File: src/rtl/uart_pkg.sv
// Shared UART receive definitions: FSM states, default bit timing and frame width.
package uart_pkg;

  typedef enum logic [1:0] {
    IDLE,
    START,
    DATA,
    STOP
  } uart_state_e;

  localparam int DEFAULT_CLKS_PER_BIT = 5208;
  localparam int UART_DATA_BITS       = 8;

endpackage

File: src/rtl/uart_rx_word_packer_if.sv
// Serial input, flush request and byte/word result bundle of the UART receive word packer.
interface uart_rx_word_packer_if;

  logic        Rx;
  logic        flush;
  logic [7:0]  byte_data;
  logic        byte_valid;
  logic [63:0] word_data;
  logic        word_valid;
  logic [3:0]  byte_count;
  logic        frame_err;
  logic        busy;

  modport master (
    output Rx, flush,
    input  byte_data, byte_valid, word_data, word_valid, byte_count, frame_err, busy
  );

  modport slave (
    input  Rx, flush,
    output byte_data, byte_valid, word_data, word_valid, byte_count, frame_err, busy
  );

endinterface

File: src/rtl/uart_rx_core.sv
// 8N1 receiver: Rx synchroniser, start/data/stop FSM, registered byte output and frame error.
// store_stb_o/store_data_o flag a good stop bit one cycle before byte_valid_o so the packer can align its word pulse.
module uart_rx_core
  import uart_pkg::*;
#(
  parameter int CLKS_PER_BIT = DEFAULT_CLKS_PER_BIT
) (
  input  logic                      clk,
  input  logic                      rst,
  input  logic                      rx_i,
  output logic [UART_DATA_BITS-1:0] byte_data_o,
  output logic                      byte_valid_o,
  output logic                      frame_err_o,
  output logic                      busy_o,
  output logic                      store_stb_o,
  output logic [UART_DATA_BITS-1:0] store_data_o
);

  localparam int              CNT_W    = $clog2(CLKS_PER_BIT);
  localparam logic [CNT_W-1:0] CNT_HALF = CNT_W'(CLKS_PER_BIT / 2 - 1);
  localparam logic [CNT_W-1:0] CNT_FULL = CNT_W'(CLKS_PER_BIT - 1);

  logic [1:0]                sync_q;
  logic                      rx_s;
  uart_state_e               state_q, state_d;
  logic [CNT_W-1:0]          clk_cnt_q, clk_cnt_d;
  logic [2:0]                bit_idx_q, bit_idx_d;
  logic [UART_DATA_BITS-1:0] shift_q, shift_d;
  logic [UART_DATA_BITS-1:0] byte_data_q, byte_data_d;
  logic                      byte_valid_q, byte_valid_d;
  logic                      frame_err_q, frame_err_d;
  logic                      brk_q, brk_d;
  logic                      store_stb;

  assign rx_s = sync_q[1];

  always_ff @(posedge clk or posedge rst) begin
    if (rst) begin
      sync_q       <= 2'b11;
      state_q      <= IDLE;
      clk_cnt_q    <= '0;
      bit_idx_q    <= '0;
      shift_q      <= '0;
      byte_data_q  <= '0;
      byte_valid_q <= 1'b0;
      frame_err_q  <= 1'b0;
      brk_q        <= 1'b0;
    end else begin
      sync_q       <= {sync_q[0], rx_i};
      state_q      <= state_d;
      clk_cnt_q    <= clk_cnt_d;
      bit_idx_q    <= bit_idx_d;
      shift_q      <= shift_d;
      byte_data_q  <= byte_data_d;
      byte_valid_q <= byte_valid_d;
      frame_err_q  <= frame_err_d;
      brk_q        <= brk_d;
    end
  end

  always_comb begin
    state_d      = state_q;
    clk_cnt_d    = clk_cnt_q + CNT_W'(1);
    bit_idx_d    = bit_idx_q;
    shift_d      = shift_q;
    byte_data_d  = byte_data_q;
    byte_valid_d = 1'b0;
    frame_err_d  = 1'b0;
    brk_d        = brk_q;
    store_stb    = 1'b0;
    unique case (state_q)
      IDLE: begin
        clk_cnt_d = '0;
        if (!rx_s) state_d = START;
      end
      START: begin
        if (clk_cnt_q == CNT_HALF) begin
          clk_cnt_d = '0;
          bit_idx_d = '0;
          state_d   = rx_s ? IDLE : DATA;
        end
      end
      DATA: begin
        if (clk_cnt_q == CNT_FULL) begin
          clk_cnt_d          = '0;
          shift_d[bit_idx_q] = rx_s;
          bit_idx_d          = bit_idx_q + 3'd1;
          if (bit_idx_q == 3'd7) state_d = STOP;
        end
      end
      STOP: begin
        // A low stop bit is treated as a break: hold here until the line returns high.
        if (brk_q) begin
          clk_cnt_d = '0;
          if (rx_s) begin
            brk_d   = 1'b0;
            state_d = IDLE;
          end
        end else if (clk_cnt_q == CNT_FULL) begin
          clk_cnt_d = '0;
          if (rx_s) begin
            byte_data_d  = shift_q;
            byte_valid_d = 1'b1;
            store_stb    = 1'b1;
            state_d      = IDLE;
          end else begin
            frame_err_d = 1'b1;
            brk_d       = 1'b1;
          end
        end
      end
      default: state_d = IDLE;
    endcase
  end

  assign byte_data_o  = byte_data_q;
  assign byte_valid_o = byte_valid_q;
  assign frame_err_o  = frame_err_q;
  assign busy_o       = (state_q != IDLE);
  assign store_stb_o  = store_stb;
  assign store_data_o = shift_q;

endmodule

File: src/rtl/uart_rx_word_packer.sv
// UART receiver that packs received bytes LSB-lane-first into a 64-bit word, with flush of partial words.
module uart_rx_word_packer
  import uart_pkg::*;
#(
  parameter int CLKS_PER_BIT = DEFAULT_CLKS_PER_BIT,
  parameter int WORD_BYTES   = 8
) (
  input logic                  clk,
  input logic                  rxrst,
  uart_rx_word_packer_if.slave bus
);

  localparam logic [3:0] LAST_LANE = 4'(WORD_BYTES - 1);

  logic [UART_DATA_BITS-1:0] core_byte;
  logic                      core_valid;
  logic                      core_ferr;
  logic                      core_busy;
  logic                      store_stb;
  logic [UART_DATA_BITS-1:0] store_data;

  logic [63:0] buf_q, buf_d;
  logic [63:0] filled;
  logic [3:0]  count_q, count_d;
  logic [63:0] word_q, word_d;
  logic        word_valid_q, word_valid_d;
  logic        flush_pend_q, flush_pend_d;

  uart_rx_core #(
    .CLKS_PER_BIT(CLKS_PER_BIT)
  ) u_core (
    .clk         (clk),
    .rst         (rxrst),
    .rx_i        (bus.Rx),
    .byte_data_o (core_byte),
    .byte_valid_o(core_valid),
    .frame_err_o (core_ferr),
    .busy_o      (core_busy),
    .store_stb_o (store_stb),
    .store_data_o(store_data)
  );

  always_ff @(posedge clk or posedge rxrst) begin
    if (rxrst) begin
      buf_q        <= '0;
      count_q      <= '0;
      word_q       <= '0;
      word_valid_q <= 1'b0;
      flush_pend_q <= 1'b0;
    end else begin
      buf_q        <= buf_d;
      count_q      <= count_d;
      word_q       <= word_d;
      word_valid_q <= word_valid_d;
      flush_pend_q <= flush_pend_d;
    end
  end

  // A flush that collides with a byte store is parked in flush_pend_q and applied next cycle.
  always_comb begin
    buf_d        = buf_q;
    count_d      = count_q;
    word_d       = word_q;
    word_valid_d = 1'b0;
    flush_pend_d = 1'b0;
    filled       = buf_q;
    filled[{count_q[2:0], 3'b000} +: 8] = store_data;
    if (store_stb) begin
      if (count_q == LAST_LANE) begin
        word_d       = filled;
        word_valid_d = 1'b1;
        buf_d        = '0;
        count_d      = '0;
      end else begin
        buf_d        = filled;
        count_d      = count_q + 4'd1;
        flush_pend_d = flush_pend_q | bus.flush;
      end
    end else if ((bus.flush || flush_pend_q) && (count_q != 4'd0)) begin
      word_d       = buf_q;
      word_valid_d = 1'b1;
      buf_d        = '0;
      count_d      = '0;
    end
  end

  assign bus.byte_data  = core_byte;
  assign bus.byte_valid = core_valid;
  assign bus.frame_err  = core_ferr;
  assign bus.busy       = core_busy;
  assign bus.word_data  = word_q;
  assign bus.word_valid = word_valid_q;
  assign bus.byte_count = count_q;

endmodule
File: src/flat_wrapper.sv
// flat-port wrapper written by rule: the top's interface ports become plain ports
module uart_rx_word_packer_flat import uart_pkg::*;
#(
  parameter int CLKS_PER_BIT = DEFAULT_CLKS_PER_BIT,
  parameter int WORD_BYTES   = 8
)
  (clk, rxrst, bus_Rx, bus_flush, bus_byte_data, bus_byte_valid, bus_word_data, bus_word_valid, bus_byte_count, bus_frame_err, bus_busy);
  uart_rx_word_packer_if bus_i ();
  input logic clk;
  input logic rxrst;
  input wire logic [$bits(bus_i.Rx)-1:0] bus_Rx;
  input wire logic [$bits(bus_i.flush)-1:0] bus_flush;
  output wire logic [$bits(bus_i.byte_data)-1:0] bus_byte_data;
  output wire logic [$bits(bus_i.byte_valid)-1:0] bus_byte_valid;
  output wire logic [$bits(bus_i.word_data)-1:0] bus_word_data;
  output wire logic [$bits(bus_i.word_valid)-1:0] bus_word_valid;
  output wire logic [$bits(bus_i.byte_count)-1:0] bus_byte_count;
  output wire logic [$bits(bus_i.frame_err)-1:0] bus_frame_err;
  output wire logic [$bits(bus_i.busy)-1:0] bus_busy;
  assign bus_i.Rx = bus_Rx;
  assign bus_i.flush = bus_flush;
  assign bus_byte_data = bus_i.byte_data;
  assign bus_byte_valid = bus_i.byte_valid;
  assign bus_word_data = bus_i.word_data;
  assign bus_word_valid = bus_i.word_valid;
  assign bus_byte_count = bus_i.byte_count;
  assign bus_frame_err = bus_i.frame_err;
  assign bus_busy = bus_i.busy;
  uart_rx_word_packer #(.CLKS_PER_BIT(CLKS_PER_BIT), .WORD_BYTES(WORD_BYTES)) u_core (.clk(clk), .rxrst(rxrst), .bus(bus_i));
endmodule
File: config.mk
export PLATFORM = sky130hd
export DESIGN_NAME = uart_rx_word_packer_flat
export DESIGN_NICKNAME = d
export VERILOG_FILES = /design/src/rtl/uart_pkg.sv /design/src/rtl/uart_rx_word_packer_if.sv /design/src/rtl/uart_rx_core.sv /design/src/rtl/uart_rx_word_packer.sv /design/src/flat_wrapper.sv
export SDC_FILE = /design/constraint.sdc
export NUM_CORES = 1
export LEC_CHECK = 0
export ABC_AREA = 0
export BUFFER_PORTS_ARGS = -buffer_cell sky130_fd_sc_hd__buf_4
export CORE_UTILIZATION = 36
export CTS_CLUSTER_SIZE = 28
export DETAILED_ROUTE_END_ITERATION = 7
export GPL_TIMING_DRIVEN = 0
export MAX_ROUTING_LAYER = met4
export PLACE_DENSITY = 0.53
export SYNTH_ARGS = -nofsm -noshare
export SYNTH_HDL_FRONTEND = slang
export SYNTH_SLANG_ARGS = --single-unit
File: constraint.sdc
create_clock -name clk -period 6.7 [get_ports clk]
set_clock_uncertainty 0.1 [all_clocks]
set_input_delay 1.34 -clock clk [delete_from_list [all_inputs] [get_ports clk]]
set_output_delay 1.34 -clock clk [all_outputs]
set_load 0.01 [all_outputs]
==> Yosys cells after proc, flatten, opt, wreduce, memory -nomap -nowiden <==
Index checks and enable logic that the tools add are counted.
{ "totals": {"out_inout_bits": 80, "in_bits": 4, "ff_bits": 173, "wordCells": 93} }
{ "classes": {"eq_ne": 13, "mux": 43, "addsub": 4, "bitwise_logic": 2, "reduce_logical": 13, "shifts": 2, "order_cmp": 2} }
{ "ops": {"columns": ["op", "count"], "rows": [
  ["$mux W64", 6],
  ["$bwmux W64", 1],
  ["$shift A8 B8 Y64 const A", 1],
  ["$shiftx A8 B8 Y64", 1],
  ["$pmux W13 S4", 1],
  ["$mux W13", 3],
  ["$mux W2", 8],
  ["$mux W1", 15],
  ["$add A13 B1 Y13 const B", 1],
  ["$eq A13 B12 Y1 const B", 1],
  ["$eq A13 B13 Y1 const B", 1],
  ["$mux W4", 3],
  ["$bwmux W8", 1],
  ["$ne A2 B2 Y1 const B", 4],
  ["$neg A6 Y8", 1],
  ["$pmux W2 S4", 1],
  ["$mux W3", 2],
  ["$pmux W3 S2", 1],
  ["$reduce_bool A2 Y1", 3],
  ["$reduce_and A5 Y1", 1],
  ["$add A4 B1 Y4 const B", 1],
  ["$eq A2 B2 Y1 const B", 2],
  ["$eq A4 B3 Y1 const B", 1],
  ["$lt A3 B4 Y1 const B", 1],
  ["16 further kinds", 18]
]} }

==> Logic depth before layout (Yosys ltp) <==
{ "depth": {"word_depth": 6, "ltp_mapped": 10, "depth_no_buf": 8} }

==> Cells and area by module <==
A second synthesis with hierarchy kept.
{ "unflattened": {"hier_cells": 643, "area_unflattened_um2": 7812.5} }
{ "by_module_without_submodules": {"columns": ["mod", "n_inst", "area_per_inst_um2", "seq_area_each_um2", "cells_per_inst"], "rows": [
  ["uart_rx_word_packer", 1, 5982.0, 3353.2, 480],
  ["uart_rx_core", 1, 1830.5, 978.4, 163]
]} }

==> Worst setup path after synthesis <==
OpenSTA, ideal clock, no wires.
{ "synth_timing": {"path_type": "input to register", "startpoint": "input bus_flush", "endpoint": "register u_core.word_q[26] (netlist: u_core.bus.word_data[26])", "slack_ns": 3.998, "path_buffers": 2, "cell_stages": 7, "t_arrival_ns": 2.537, "path_cell_list": "nor2_1 a21oi_1 clkbuf_1 clkbuf_1 nor3_1 nor2_1 o221a_2"} }
{ "synth_via": {"elab_chain_len": 4} }
{ "synth_lines": {"columns": ["element", "line", "rtl"], "rows": [
  ["start: declaration", "flat_wrapper.sv:12", "input wire logic [$bits(bus_i.flush)-1:0] bus_flush;"],
  ["$logic_or A1 B1 Y1", "uart_rx_word_packer.sv:79", "end else if ((bus.flush || flush_pend_q) && (count_q != 4'd0)) begin"],
  ["$logic_and A1 B1 Y1", "uart_rx_word_packer.sv:79", null],
  ["$reduce_bool A2 Y1 (no source line)", null, null],
  ["$reduce_and A2 Y1 (no source line)", null, null],
  ["end signal: assignment", "uart_rx_word_packer.sv:53", "word_q <= word_d;"],
  ["end: declaration", "uart_rx_word_packer.sv:25", "logic [63:0] word_q, word_d;"]
]} }
No other way between the ends.
A chain may end at the register's enable or synchronous reset.

==> Worst setup path after layout <==
{ "layout_timing": {"startpoint": "input bus_flush", "endpoint": "register u_core.word_q[35] (netlist: u_core.bus.word_data[35])"} }
The elaborated chain is that of the path after synthesis.

==> results.toml <==
[sta]
setup_viol_count_final = 0
max-slew-margin-rel_pct = 34.1
period_minus_slack_ps = 3150
fin_hold_ws_ps = 266
worstMarginPinSlew_ps = 988
drv_slew = 0
finalSetupTns_ps = 0
fin_crit_sh_pct = 47.0
grt_setup_unrepaired = "false"
clock.fmax_ghz = 0.318
hold_violations = 0

[routing]
routedWlPerCell_um = 21.2
drc_errors = 10
dr.pass1.iters = 7
via_per_inst = 5.74
drt_iter0_markers = 514
wirelength_um = 24100
vias = 6531
ant_nets = 0

[worst_setup_path]
crit_path_top_delay_cell = "a21oi_1"
cp.required_ps = 6960
cp.buffers_inverters = 3
path_delay_family = "buffers and inverters"
max_stage_delay_ps = 510
cp-start-kind = "input port"
endpoint_kind = "flop"
r2r-start = "u_core.bus.byte_count[0]"
crit_fanout = 10
cp_data_arrival_time_ps = 3410
path_class = "in2reg"
worstSetupStartpoint = "bus_flush"
cp_cell_sequence = "buf_4 > nor2_1 > a21oi_1 > clkbuf_1 > clkbuf_1 > nor3_1 > nor2_1 > o221a_2"

[clock_network]
cts_max_level = 4
post_cts_buffers = 0
cts_tree = "done"
cts_hold_buf = 0
clk_latency_ps = 430
clkTransAtPathRegs_ps = 70
numCtsBuffers = 17
cts_num_sinks = 173
post_cts_resized = 0
cts_root_buffer = "clkbuf_16"
max-clock-path-buffers = 2

[finish]
fin_nets = 855
drive_gt1_share_pct = 26.7
design_area_um2 = 9660
fin_util_pct = 44.0
fillers = 2035
insertedDiodeCount = 0
seq_area_um2 = 4330
syn_to_final_growth_pct = 19.1
multi_input_area_um2 = 3480

[synthesis]
synth_top_family_by_area = "simple AND/OR/NAND/NOR gates"
synth_top_area_share_pct = 52.8
ys_seq_area_share_pct = 53.4
yosys_most_used_dff = "dfrtp_1"
synth.area.mux_share_pct = 2.72
yosysMostFrequentCell = "dfrtp_1"
ys_types = 59
async_flop_share_pct = 100
ys_warn_count = 0
synthCells = 741
ys_seq_elements = 173
syn_area_um2 = 8110
synth-edff-count = 0
yosys.area_share.simple_pct = 20.0
synth_area_per_cell_um2 = 10.9
synth_fp_nets = 752
synthAdderAreaFrac_pct = 1.08
yosysTopAreaCell = "dfrtp_1"
synth_common_cells = "171 x dfrtp_1, 123 x nor3_1, 86 x nor2_1"
synth_compound_area_share_pct = 17.8
synth_xor_area_share_pct = 1.30
ys_top_cells_by_area = "dfrtp_1 53%, nor3_1 7.6%, o221a_2 6.1%, o2bb2ai_1 6.0%, nor2_1 4.0%"

[placed_design]
dpl.hpwl_um = 15700
placed_area_um2 = 9120
placement.io_buffers = 83
place_congestion = 0.816

[die]
rows = 54
die_w_um = 152
start_util_pct = 36.9
die_h_um = 152
die-area_um2 = 23100
core_area_um2 = 22000
num_io_pins = 84

[global_routing]
grt_max_degree = 115
grt_pass1_wl_um = 37500
grtUsageTotal_pct = 21.9
antenna_found_initial = 0
first_global_vias = 6482
overflow = 0

[job]
max_cap_viol_count = 0

[outcome]
failed_checks = "DRC"
status = "finished, violations left"

[pwr]
design_power_total_mw = 2.99
power_leakage_nw = 4.21
vdd_drop_max_mv = 0.174
power.density_nw_per_um2 = 310

[hold_path]
hold_path.startpoint = "u_core.u_core.sync_q[0]"
min_path_type = "reg2reg"
where the power goes:
part	internal, mW	leakage (nW)	switching, mW
clock network	0.487	0.257	0.426
logic	0.414	1.69	0.326
registers	1.19	2.27	0.146
cell families (layout without fill, tap and decap cells):
group,after synthesis,in the layout
xor+xnor,12,12
buf+inv,64,180
fa+ha+maj,7,7
flops,173,173
compound gates,150,150
simple gates,318,318
mux,17,17
registers in the layout, indices dropped and copies added, names as in the netlist, named ones only:
register,cells
u_core.u_core.brk_q,1
u_core.u_core.bit_idx_q,3
u_core.u_core.frame_err_o,1
u_core.u_core.clk_cnt_q,13
u_core.flush_pend_q,1
u_core.u_core.sync_q,2
u_core.bus.word_data,64
u_core.u_core.state_q,1
u_core.u_core.byte_data_o,8
u_core.bus.byte_count,4
u_core.u_core.store_data_o,8
u_core.buf_q,64
u_core.bus.word_valid,1
u_core.u_core.byte_valid_o,1
worst paths after layout:
check	endpoint	slack, ps	depth (start not counted)
worst min register to register	u_core.u_core.sync_q[1]	270	0
worst max register to register	u_core.bus.word_data[35]	3640	9
worst max-delay path	u_core.bus.word_data[35]	3550	8
max in group asynchronous	u_core.buf_q[16]	4740	3
worst min-delay path	u_core.u_core.sync_q[1]	270	0
min in group asynchronous	u_core.bus.word_valid	820	2
layout by cell type (no fill, tap or decap), types with 4 or more instances in the layout:
| cell type | Yosys | final |
|---|---|---|
| a22o_1 | 8 | 8 |
| buf_2 | 10 | 10 |
| mux2_4 | 8 | 8 |
| o21ai_0 | 7 | 7 |
| nand2_4 | 7 | 7 |
| xnor2_1 | 4 | 4 |
| a21oi_4 | 4 | 4 |
| nand4_1 | 6 | 6 |
| nand3_1 | 11 | 11 |
| o2bb2ai_1 | 56 | 56 |
| ha_1 | 7 | 7 |
| o21ai_2 | 8 | 8 |
| o221a_1 | 12 | 12 |
| nor3_1 | 123 | 123 |
| clkinv_4 | 0 | 4 |
| mux2_2 | 7 | 7 |
| and4_1 | 4 | 4 |
| nor2_1 | 86 | 86 |
| inv_1 | 13 | 12 |
| clkbuf_16 | 0 | 17 |
| clkbuf_1 | 32 | 34 |
| dfrtp_1 | 171 | 171 |
| o221a_2 | 44 | 44 |
| buf_4 | 4 | 87 |
| nand2_1 | 49 | 49 |
| xor2_1 | 8 | 8 |
metal layers:
| metal | wire length, um | GRT usage (%) |
|---|---|---|
| met3 | 1380 | 3.59 |
| met4 | 468 | 7.24 |
| met5 | 0 | - |
| met1 | 11000 | 29.2 |
| met2 | 11300 | 33.9 |
through the flow:
stage          setup slack [ps]  std cells
2_1_floorplan               575        741
4_1_cts                    3630       1137
5_1_grt                    3380       1137
3_3_place_gp              -1230       1104
3_5_place_dp               3200       1105
6_report                   3550       1137
area by class of cell:
cell class	count	share of cell area (%)
well taps	280	3.63
clock inverters	12	0.933
clock buffers	20	4.63
repair buffers	84	6.74
flip-flops and latches	173	44.9
inverters	13	0.583
multi-input cells	504	36.0
plain buffers	51	2.59
Note: power is estimated with default switching activity, not from simulation.
